**src/rtl/uart_rx_fifo.sv**
```systemverilog
// UART receiver with a byte FIFO on the host side.
// Build option: define UART_RX_PARITY_EN for 8E1 framing. When it is undefined the frame is 8N1.
// The serial input is synchronised, and each bit is sampled in the middle of its bit period.
// Good bytes are pushed into the FIFO, and the host drains it with i_rd_en / o_rd_valid.
module uart_rx_fifo #(
    parameter int unsigned BAUD_CYCLES = 5,
    parameter int unsigned FIFO_DEPTH  = 128
) (
    input  logic                         clk,
    input  logic                         rst_n,
    input  logic                         i_rxd,
    input  logic                         i_rd_en,
    output logic [7:0]                   o_rd_data,
    output logic                         o_rd_valid,
    output logic                         o_empty,
    output logic [$clog2(FIFO_DEPTH):0]  o_level,
    output logic                         o_frame_err,
    output logic                         o_overflow
);

    localparam int unsigned AW = $clog2(FIFO_DEPTH);
    localparam int unsigned LW = AW + 1;
    localparam int unsigned CW = $clog2(BAUD_CYCLES);
    localparam logic [CW-1:0] SP_CNT   = CW'(BAUD_CYCLES / 2);
    localparam logic [CW-1:0] WRAP_CNT = CW'(BAUD_CYCLES - 1);
    localparam logic [CW-1:0] CNT_ONE  = CW'(1);
    localparam logic [LW-1:0] PTR_ONE  = LW'(1);

`ifdef UART_RX_PARITY_EN
    typedef enum logic [2:0] {StIdle, StStart, StData, StParity, StStop} state_e;
`else
    typedef enum logic [1:0] {StIdle, StStart, StData, StStop} state_e;
`endif

    state_e        state;
    logic [CW-1:0] baud_cnt;
    logic [2:0]    bit_cnt;
    logic [7:0]    shift;
    logic          push_req;
    logic [7:0]    push_data;
    logic          frame_err;
`ifdef UART_RX_PARITY_EN
    logic          par_ok;
`endif

    logic rxd_meta, rxd_sync, rxd_dly;
    logic start_edge, at_sp, at_wrap;

    logic [7:0]    mem [FIFO_DEPTH];
    logic [LW-1:0] wr_ptr, rd_ptr;
    logic          full, empty, push, pop;

    // Two-flop synchroniser plus one delay stage for falling-edge detection.
    always_ff @(posedge clk) begin
        if (!rst_n) begin
            rxd_meta <= 1'b1;
            rxd_sync <= 1'b1;
            rxd_dly  <= 1'b1;
        end else begin
            rxd_meta <= i_rxd;
            rxd_sync <= rxd_meta;
            rxd_dly  <= rxd_sync;
        end
    end

    // Decode the start edge and the bit-period sample and wrap points.
    always_comb begin
        start_edge = rxd_dly & ~rxd_sync;
        at_sp      = (baud_cnt == SP_CNT);
        at_wrap    = (baud_cnt == WRAP_CNT);
    end

    // Receive FSM: frame the bits, then request a push or flag a framing error at the stop bit.
    always_ff @(posedge clk) begin
        if (!rst_n) begin
            state     <= StIdle;
            baud_cnt  <= '0;
            bit_cnt   <= '0;
            shift     <= '0;
            push_req  <= 1'b0;
            push_data <= '0;
            frame_err <= 1'b0;
`ifdef UART_RX_PARITY_EN
            par_ok    <= 1'b0;
`endif
        end else begin
            push_req  <= 1'b0;
            frame_err <= 1'b0;
            if (state != StIdle) begin
                baud_cnt <= at_wrap ? '0 : baud_cnt + CNT_ONE;
            end
            unique case (state)
                StIdle: begin
                    // A line that is already low never starts a frame. Only a falling edge does.
                    if (start_edge) begin
                        state    <= StStart;
                        baud_cnt <= '0;
                    end
                end
                StStart: begin
                    if (at_sp && rxd_sync) begin
                        state <= StIdle;
                    end else if (at_wrap) begin
                        state   <= StData;
                        bit_cnt <= '0;
                    end
                end
                StData: begin
                    if (at_sp) begin
                        shift <= {rxd_sync, shift[7:1]};
                    end
                    if (at_wrap) begin
                        if (bit_cnt == 3'd7) begin
`ifdef UART_RX_PARITY_EN
                            state <= StParity;
`else
                            state <= StStop;
`endif
                        end else begin
                            bit_cnt <= bit_cnt + 3'd1;
                        end
                    end
                end
`ifdef UART_RX_PARITY_EN
                StParity: begin
                    if (at_sp) begin
                        par_ok <= ~(^{rxd_sync, shift});
                    end
                    if (at_wrap) begin
                        state <= StStop;
                    end
                end
`endif
                StStop: begin
                    // Leave at the sample point so that a back-to-back start edge is not missed.
                    if (at_sp) begin
                        state <= StIdle;
`ifdef UART_RX_PARITY_EN
                        if (!par_ok) begin
                            frame_err <= 1'b1;
                        end else
`endif
                        if (rxd_sync) begin
                            push_req  <= 1'b1;
                            push_data <= shift;
                        end else begin
                            frame_err <= 1'b1;
                        end
                    end
                end
                default: state <= StIdle;
            endcase
        end
    end

    // FIFO status and the push/pop qualifiers. A pop in the same cycle never frees room for a push.
    always_comb begin
        empty      = (wr_ptr == rd_ptr);
        full       = (wr_ptr[AW] != rd_ptr[AW]) && (wr_ptr[AW-1:0] == rd_ptr[AW-1:0]);
        push       = push_req & ~full;
        pop        = i_rd_en & ~empty;
        o_empty    = empty;
        o_level    = wr_ptr - rd_ptr;
        o_frame_err = frame_err;
    end

    // FIFO storage write.
    always_ff @(posedge clk) begin
        if (push) begin
            mem[wr_ptr[AW-1:0]] <= push_data;
        end
    end

    // FIFO pointers, pop data register and the overflow pulse.
    always_ff @(posedge clk) begin
        if (!rst_n) begin
            wr_ptr     <= '0;
            rd_ptr     <= '0;
            o_rd_data  <= '0;
            o_rd_valid <= 1'b0;
            o_overflow <= 1'b0;
        end else begin
            o_rd_valid <= pop;
            o_overflow <= push_req & full;
            if (push) begin
                wr_ptr <= wr_ptr + PTR_ONE;
            end
            if (pop) begin
                o_rd_data <= mem[rd_ptr[AW-1:0]];
                rd_ptr    <= rd_ptr + PTR_ONE;
            end
        end
    end

endmodule
```
**config.mk**
```make
export PLATFORM = sky130hd
export DESIGN_NAME = uart_rx_fifo
export DESIGN_NICKNAME = d
export VERILOG_FILES = /design/src/rtl/uart_rx_fifo.sv
export SDC_FILE = /design/constraint.sdc
export NUM_CORES = 1
export LEC_CHECK = 0
export BUFFER_PORTS_ARGS = -buffer_cell sky130_fd_sc_hd__buf_2
export CORE_ASPECT_RATIO = 0.7
export CORE_MARGIN = 3
export CORE_UTILIZATION = 36
export DETAILED_ROUTE_END_ITERATION = 8
export PLACE_DENSITY = 0.59
export SLEW_MARGIN = 0
export SYNTH_ARGS = -nofsm -noshare
export SYNTH_HDL_FRONTEND = slang
export SYNTH_SLANG_ARGS = --single-unit
export TNS_END_PERCENT = 10
```
**constraint.sdc**
```tcl
create_clock -name clk -period 5 [get_ports clk]
set_input_delay 0.75 -clock clk [delete_from_list [all_inputs] [get_ports clk]]
set_output_delay 0.75 -clock clk [all_outputs]
set_load 0.05 [all_outputs]
```
==> impl_metrics.json, run 1 <==
{
  "outcome": "completed",
  "area_delta_synth_final_pct": 14.1,
  "layout_commonest_cell": "edfxtp_1",
  "synth_fa_ha_area_frac": 0.00461,
  "tightestPinTransition_ns": 1.32,
  "fmax_ghz": 0.237,
  "irDropWorstVdd_uv": 288,
  "tns_ns": 0,
  "grt_pass1_wl_mm": 162,
  "drcViolationCount": 0,
  "finalNonFillerCells": 4006,
  "avgSynthCellArea_sq_um": 18.8,
  "clockRootBuffer": "clkbuf_16",
  "cap_violations": 0,
  "post-cts-setup-buffer-count": 0,
  "post-route-util": 0.417,
  "clock_sinks": 1079,
  "arrival_ns": 4.78,
  "placeableCoreArea_sq_um": 116000,
  "multi_input_area_sq_um": 9690,
  "synthMuxAreaShare": 0.148,
  "vias_per_cell": 5.57,
  "crit_type": "reg -> reg",
  "clock_latency_ns": 0.70,
  "worst_path_max_delay_cell": "a2111oi_0",
  "clk_path_buf_depth": 3,
  "fin_skew_ns": 0.0337,
  "placedCellCount": 3819,
  "drive_gt1_frac": 0.215,
  "worstReg2RegEnd": "o_rd_data[5]",
  "syn_nets": 2263,
  "synth_edf_count": 1024,
  "slew_headroom": 0.0989,
  "cts_tree": "yes",
  "slew_violations": 0,
  "hold_viol_final": 0,
  "die_w_microns": 416,
  "cts.repair.resized": 0,
  "rsz0062_at_grt": "false",
  "critPathMaxFanout": 29,
  "dieHeight_microns": 293,
  "finalCriticalPeriod_ns": 4.21,
  "wl_per_cell_microns": 27.8,
  "ys_seq_elements": 1079,
  "nNetsFinal": 2403,
  "cp_slowest_stage_delay_ns": 1.07,
  "async_flop_share": 0,
  "worst_slack_ns": 0.789,
  "cellPowerDensity_nw_per_um2": 370,
  "post-dp-hpwl_mm": 70.2,
  "leakage_nw": 15.1,
  "grt-ovfl-total": 0,
  "yosysWarnings": 0,
  "setup_viol": 0,
  "grt_use_total": 0.182,
  "r2r_cells": 8,
  "end_kind": "flip-flop",
  "endpoint": "o_rd_data[5]",
  "clkTransAtPathRegs_ns": 0.07,
  "cts_buffers": 99,
  "whs_ns": 0.259,
  "portBuffers": 23,
  "antenna_found_initial": 4,
  "synth_area_sq_um": 42300,
  "holdBufCountCts": 0,
  "synth_compound_area_frac": 0.0320,
  "placed_area_sq_um": 44800,
  "synth_xor_xnor_area_share": 0.00456,
  "via_count": 22315,
  "cp_num_cells": 8,
  "power.total_mw": 17.9,
  "cp_num_buf_inv": 1,
  "synthSimpleGateAreaFrac": 0.0395,
  "period_share": 0.842,
  "startpoint_type": "flip-flop",
  "layout_common_cells": "edfxtp_1 (1024), mux4_2 (194), nor2_1 (191)",
  "die_area_sq_um": 122000,
  "std_cell_rows": 104,
  "synth_top_family_by_area": "multiplexers",
  "post-route-cell-area_sq_um": 48200,
  "ios": 24,
  "regArea_sq_um": 31900,
  "dr.pass1.iters": 5,
  "ys_types": 52,
  "required_ns": 5.57,
  "drtAntennaViolNets": 0,
  "dpl_worst_slack_ns": 0.964,
  "initial_core_util": 0.365,
  "crit_family": "compound AO/OA/AOI/OAI gates",
  "critPathLaunch": "rd_ptr[0]",
  "gp_congestion": 0.879,
  "synth_cells": 2244,
  "fill_cells": 10102,
  "first_global_vias": 22275,
  "worstPathCellList": "buf_4 -> mux4_2 -> nand2_1 -> a21oi_1 -> a2111oi_0 -> a2111oi_0 -> nor4_1 -> nor3_1",
  "finalWirelength_mm": 111,
  "ys_seq_area_frac": 0.753,
  "grt_start_max_net_pins": 90,
  "cpMostUsedCell": "a2111oi_0",
  "crit-reg2reg-launch": "rd_ptr[0]",
  "synth_ff_type": "edfxtp_1",
  "reg2reg_slack_ns": 0.79,
  "drt_iter0_markers": 2770,
  "h-tree-depth": 3,
  "hold_path.class": "in -> reg"
}
## state kept, by name, indices dropped and copies added (netlist names), 3 cells and up, named ones only
name and count:
baud_cnt 3, bit_cnt 3, mem 1024, o_rd_data 8, push_data 8, rd_ptr 8, shift 8, wr_ptr 8
## logic make-up (layout without fill, tap and decap cells)
group,after synthesis,count (layout)
flops,1079,1079
simple gates,393,393
mux,383,383
compound gates,213,213
buf+inv,139,363
xor+xnor,22,22
fa+ha+maj,15,15
other cells,0,1
## synthesized netlist by cell type, types with 21 or more instances
master / instances / area, sq um
a21oi_1: 46 / 230
nand2_1: 99 / 372
nand3_1: 37 / 185
mux2i_1: 188 / 1880
o22ai_1: 61 / 382
a2111oi_0: 21 / 184
mux4_2: 194 / 4370
o21ai_0: 33 / 165
dfxtp_1: 55 / 1100
buf_2: 50 / 250
clkbuf_1: 30 / 113
edfxtp_1: 1024 / 30700
nor2_1: 192 / 721
## cell type report
class                      count  share of cell area
sequential                  1079               0.661
multi-input combinational   1026               0.201
clock buffer                 112              0.0537
tap                         1537              0.0399
timing repair buffer         157              0.0243
clock inverter                73              0.0185
inverter                      21             0.00163
antenna                        1           0.0000519
## how the worst min path moves through the flow
stage | to | slack (ns) | cells after the start | from
after floorplan | rxd_sync | 0.39 | 1 | rxd_meta
after global placement | o_overflow | 0.46 | 2 | push_req
after detailed placement | o_overflow | 0.45 | 2 | push_req
after CTS | rxd_meta | 0.21 | 2 | i_rxd
after global routing | rxd_meta | 0.25 | 2 | i_rxd
final | rxd_meta | 0.26 | 2 | i_rxd
## report_power, final
part	total, mW	internal (mW)	switching, mW	leakage, nW
Combinational	0.0330	0.0107	0.0223	3.44
Sequential	9.73	9.73	0.00665	9.94
Clock	8.10	4.72	3.38	1.70
Total	17.9	14.5	3.41	15.1
## worst register-to-register path, delay by kind of cell, from the launching register on
kind	cells	cell delay (ns)
buffers and inverters	1	0.43
and+or+nand+nor	3	0.67
DFF	1	0.87
muxes	1	0.58
AOI/OAI and AO/OA	3	1.53
## per-layer routing
| metal | share of wire | GRT usage |
|---|---|---|
| met1 | 0.44 | 0.273 |
| met2 | 0.43 | 0.264 |
| met3 | 0.10 | 0.0503 |
| met4 | 0.021 | 0.0434 |
| met5 | 0.00012 | 0 |
No activity file was read; power rests on OpenSTA's default activity.
==> run 2: changes to the inputs <==
- ABC_AREA: unset -> 1
- clock period: 5 -> 4.2 ns (I/O delays scaled with it)
==> run 2 against run 1 <==
Sequential share of layout area fell by 2.8 points; sequential power rose by 19%; worst hold slack got worse by 0.12 ns; first-iteration DRC count rose by 41%; power rose by 21%; routed wire length rose by 14%; via count rose by 37%; register-to-register slack improved by 0.12 ns; synthesized area rose by 7.5%; core utilization fell by 1.2 points; clock-buffer cell count rose by 19.
==> impl_metrics.json, run 2 <==
{
  "avgSynthCellArea_sq_um": 10.6,
  "hold_viol_final": 0,
  "grt_pass1_wl_mm": 189,
  "synth_edf_count": 1024,
  "dr.pass1.iters": 5,
  "power.total_mw": 21.6,
  "yosysWarnings": 0,
  "synth_ff_type": "edfxtp_1",
  "ys_seq_elements": 1079,
  "arrival_ns": 2.99,
  "ys_types": 34,
  "worstPathCellList": "buf_12 -> fa_1 -> o21bai_1 -> a21oi_1 -> o221ai_1 -> xor2_1 -> buf_2",
  "die_w_microns": 431,
  "clock_sinks": 1079,
  "wl_per_cell_microns": 21.3,
  "synthSimpleGateAreaFrac": 0.196,
  "startpoint_type": "flip-flop",
  "nNetsFinal": 4267,
  "cap_violations": 0,
  "required_ns": 3.57,
  "synth_cells": 4294,
  "yosysMostFrequentCell": "nand2_1",
  "crit_type": "reg -> out",
  "portBuffers": 23,
  "async_flop_share": 0,
  "cts.repair.resized": 0,
  "antenna_found_initial": 3,
  "period_share": 0.862,
  "vias_per_cell": 5.11,
  "drcViolationCount": 0,
  "post-route-util": 0.405,
  "slew_headroom": 0.184,
  "via_count": 30538,
  "cp_slowest_stage_delay_ns": 0.43,
  "layout_common_cells": "nand2_1 (1157), edfxtp_1 (1024), nor2_1 (591)",
  "grt_start_max_net_pins": 194,
  "rsz0062_at_grt": "false",
  "yosysTopAreaCell": "edfxtp_1",
  "cp_num_buf_inv": 2,
  "ios": 24,
  "synthMuxAreaShare": 0,
  "drtAntennaViolNets": 0,
  "layout_commonest_cell": "nand2_1",
  "fmax_ghz": 0.276,
  "post-dp-hpwl_mm": 74.4,
  "drive_gt1_frac": 0.0548,
  "tns_ns": 0,
  "reg2reg_slack_ns": 0.91,
  "grt-ovfl-total": 0,
  "end_kind": "output port",
  "outcome": "completed",
  "slew_violations": 0,
  "first_global_vias": 28593,
  "fin_skew_ns": 0.0331,
  "synth_area_sq_um": 45500,
  "die_area_sq_um": 131000,
  "synth_area_leaders": "edfxtp_1 (68%), nand2_1 (9.6%), nor2_1 (4.9%)",
  "synth_compound_area_frac": 0.0419,
  "synth_top_cell_area_share": 0.677,
  "ys_seq_area_frac": 0.701,
  "crit_family": "buffers and inverters",
  "leakage_nw": 18.4,
  "tightestPinTransition_ns": 1.22,
  "critPathMaxFanout": 113,
  "largest_reg_flops": 1024,
  "finalCriticalPeriod_ns": 3.62,
  "initial_core_util": 0.365,
  "post-cts-setup-buffer-count": 0,
  "clkTransAtPathRegs_ns": 0.06,
  "synth_common_cells": "nand2_1 (1157), edfxtp_1 (1024), nor2_1 (592)",
  "placeableCoreArea_sq_um": 125000,
  "finalWirelength_mm": 127,
  "synth_fa_ha_area_frac": 0.00429,
  "gp_congestion": 0.857,
  "clockRootBuffer": "clkbuf_16",
  "worst_path_max_delay_cell": "buf_12",
  "clock_latency_ns": 0.71,
  "drt_iter0_markers": 3916,
  "clk_path_buf_depth": 3,
  "setup_viol": 0,
  "std_cell_rows": 108,
  "synth_top_family_by_area": "simple AND/OR/NAND/NOR gates",
  "irDropWorstVdd_uv": 302,
  "area_delta_synth_final_pct": 10.9,
  "h-tree-depth": 3,
  "synth_xor_xnor_area_share": 0.00135,
  "dieHeight_microns": 303,
  "cts_tree": "yes",
  "grt_use_total": 0.193,
  "holdBufCountCts": 0,
  "cts_buffers": 98,
  "cellPowerDensity_nw_per_um2": 429,
  "syn_nets": 4313,
  "hold_path.class": "in -> reg"
}
-- run 2: final timing paths --
path | startpoint | endpoint | cells after the start
max reg2reg | rd_ptr[6] | mem[16][1] | 8
min reg2reg | rxd_meta | rxd_sync | 1
min | i_rxd | rxd_meta | 2
max | rd_ptr[1] | o_level[6] | 7
-- run 2: report_power, final --
group          internal, mW  total [mW]  leakage [nW]  switching, mW
combinational         0.288        1.16          9.30          0.873
sequential             11.6        11.6          7.54         0.0256
clock                  4.83        8.84          1.51           4.01
-- run 2: layout make-up --
cell class / count / area, sq um
clock inverters: 49 / 447
flip-flops and latches: 1079 / 31900
diodes: 2 / 5.00
well taps: 1650 / 2060
fillers: 11996 / 74200
inverters: 396 / 1500
clock buffers: 131 / 2630
repair buffers: 81 / 776
multi-input cells: 2592 / 11100
-- run 2: metal layers --
layer	share of wire	track usage	up-vias
li1	-	-	14249
met1	0.47	0.300	14789
met2	0.39	0.259	1311
met3	0.11	0.0557	185
met4	0.026	0.0546	4
met5	0.0028	0.00874	-
-- run 2: kinds of logic (layout without fill, tap and decap cells) --
group | count (synthesis) | after routing
AND/OR/NAND/NOR | 2212 | 2212
buffers and inverters | 623 | 657
other | 0 | 2
XOR/XNOR | 7 | 7
flip-flops | 1079 | 1079
adder cells (fa/ha/maj) | 15 | 15
AO/OA/AOI/OAI | 358 | 358
-- run 2: through the flow --
step	std cells	cell area (sq um)	setup slack (ns)	hold slack, ns
finish	5980	50400	0.580	0.135
global route	5978	50400	0.326	0.109
CTS	5978	50400	0.514	0.0763
detailed placement	5798	47300	1.01	0.413
global placement	5798	47300	1.02	0.407
floorplan	4294	45500	0.839	0.393
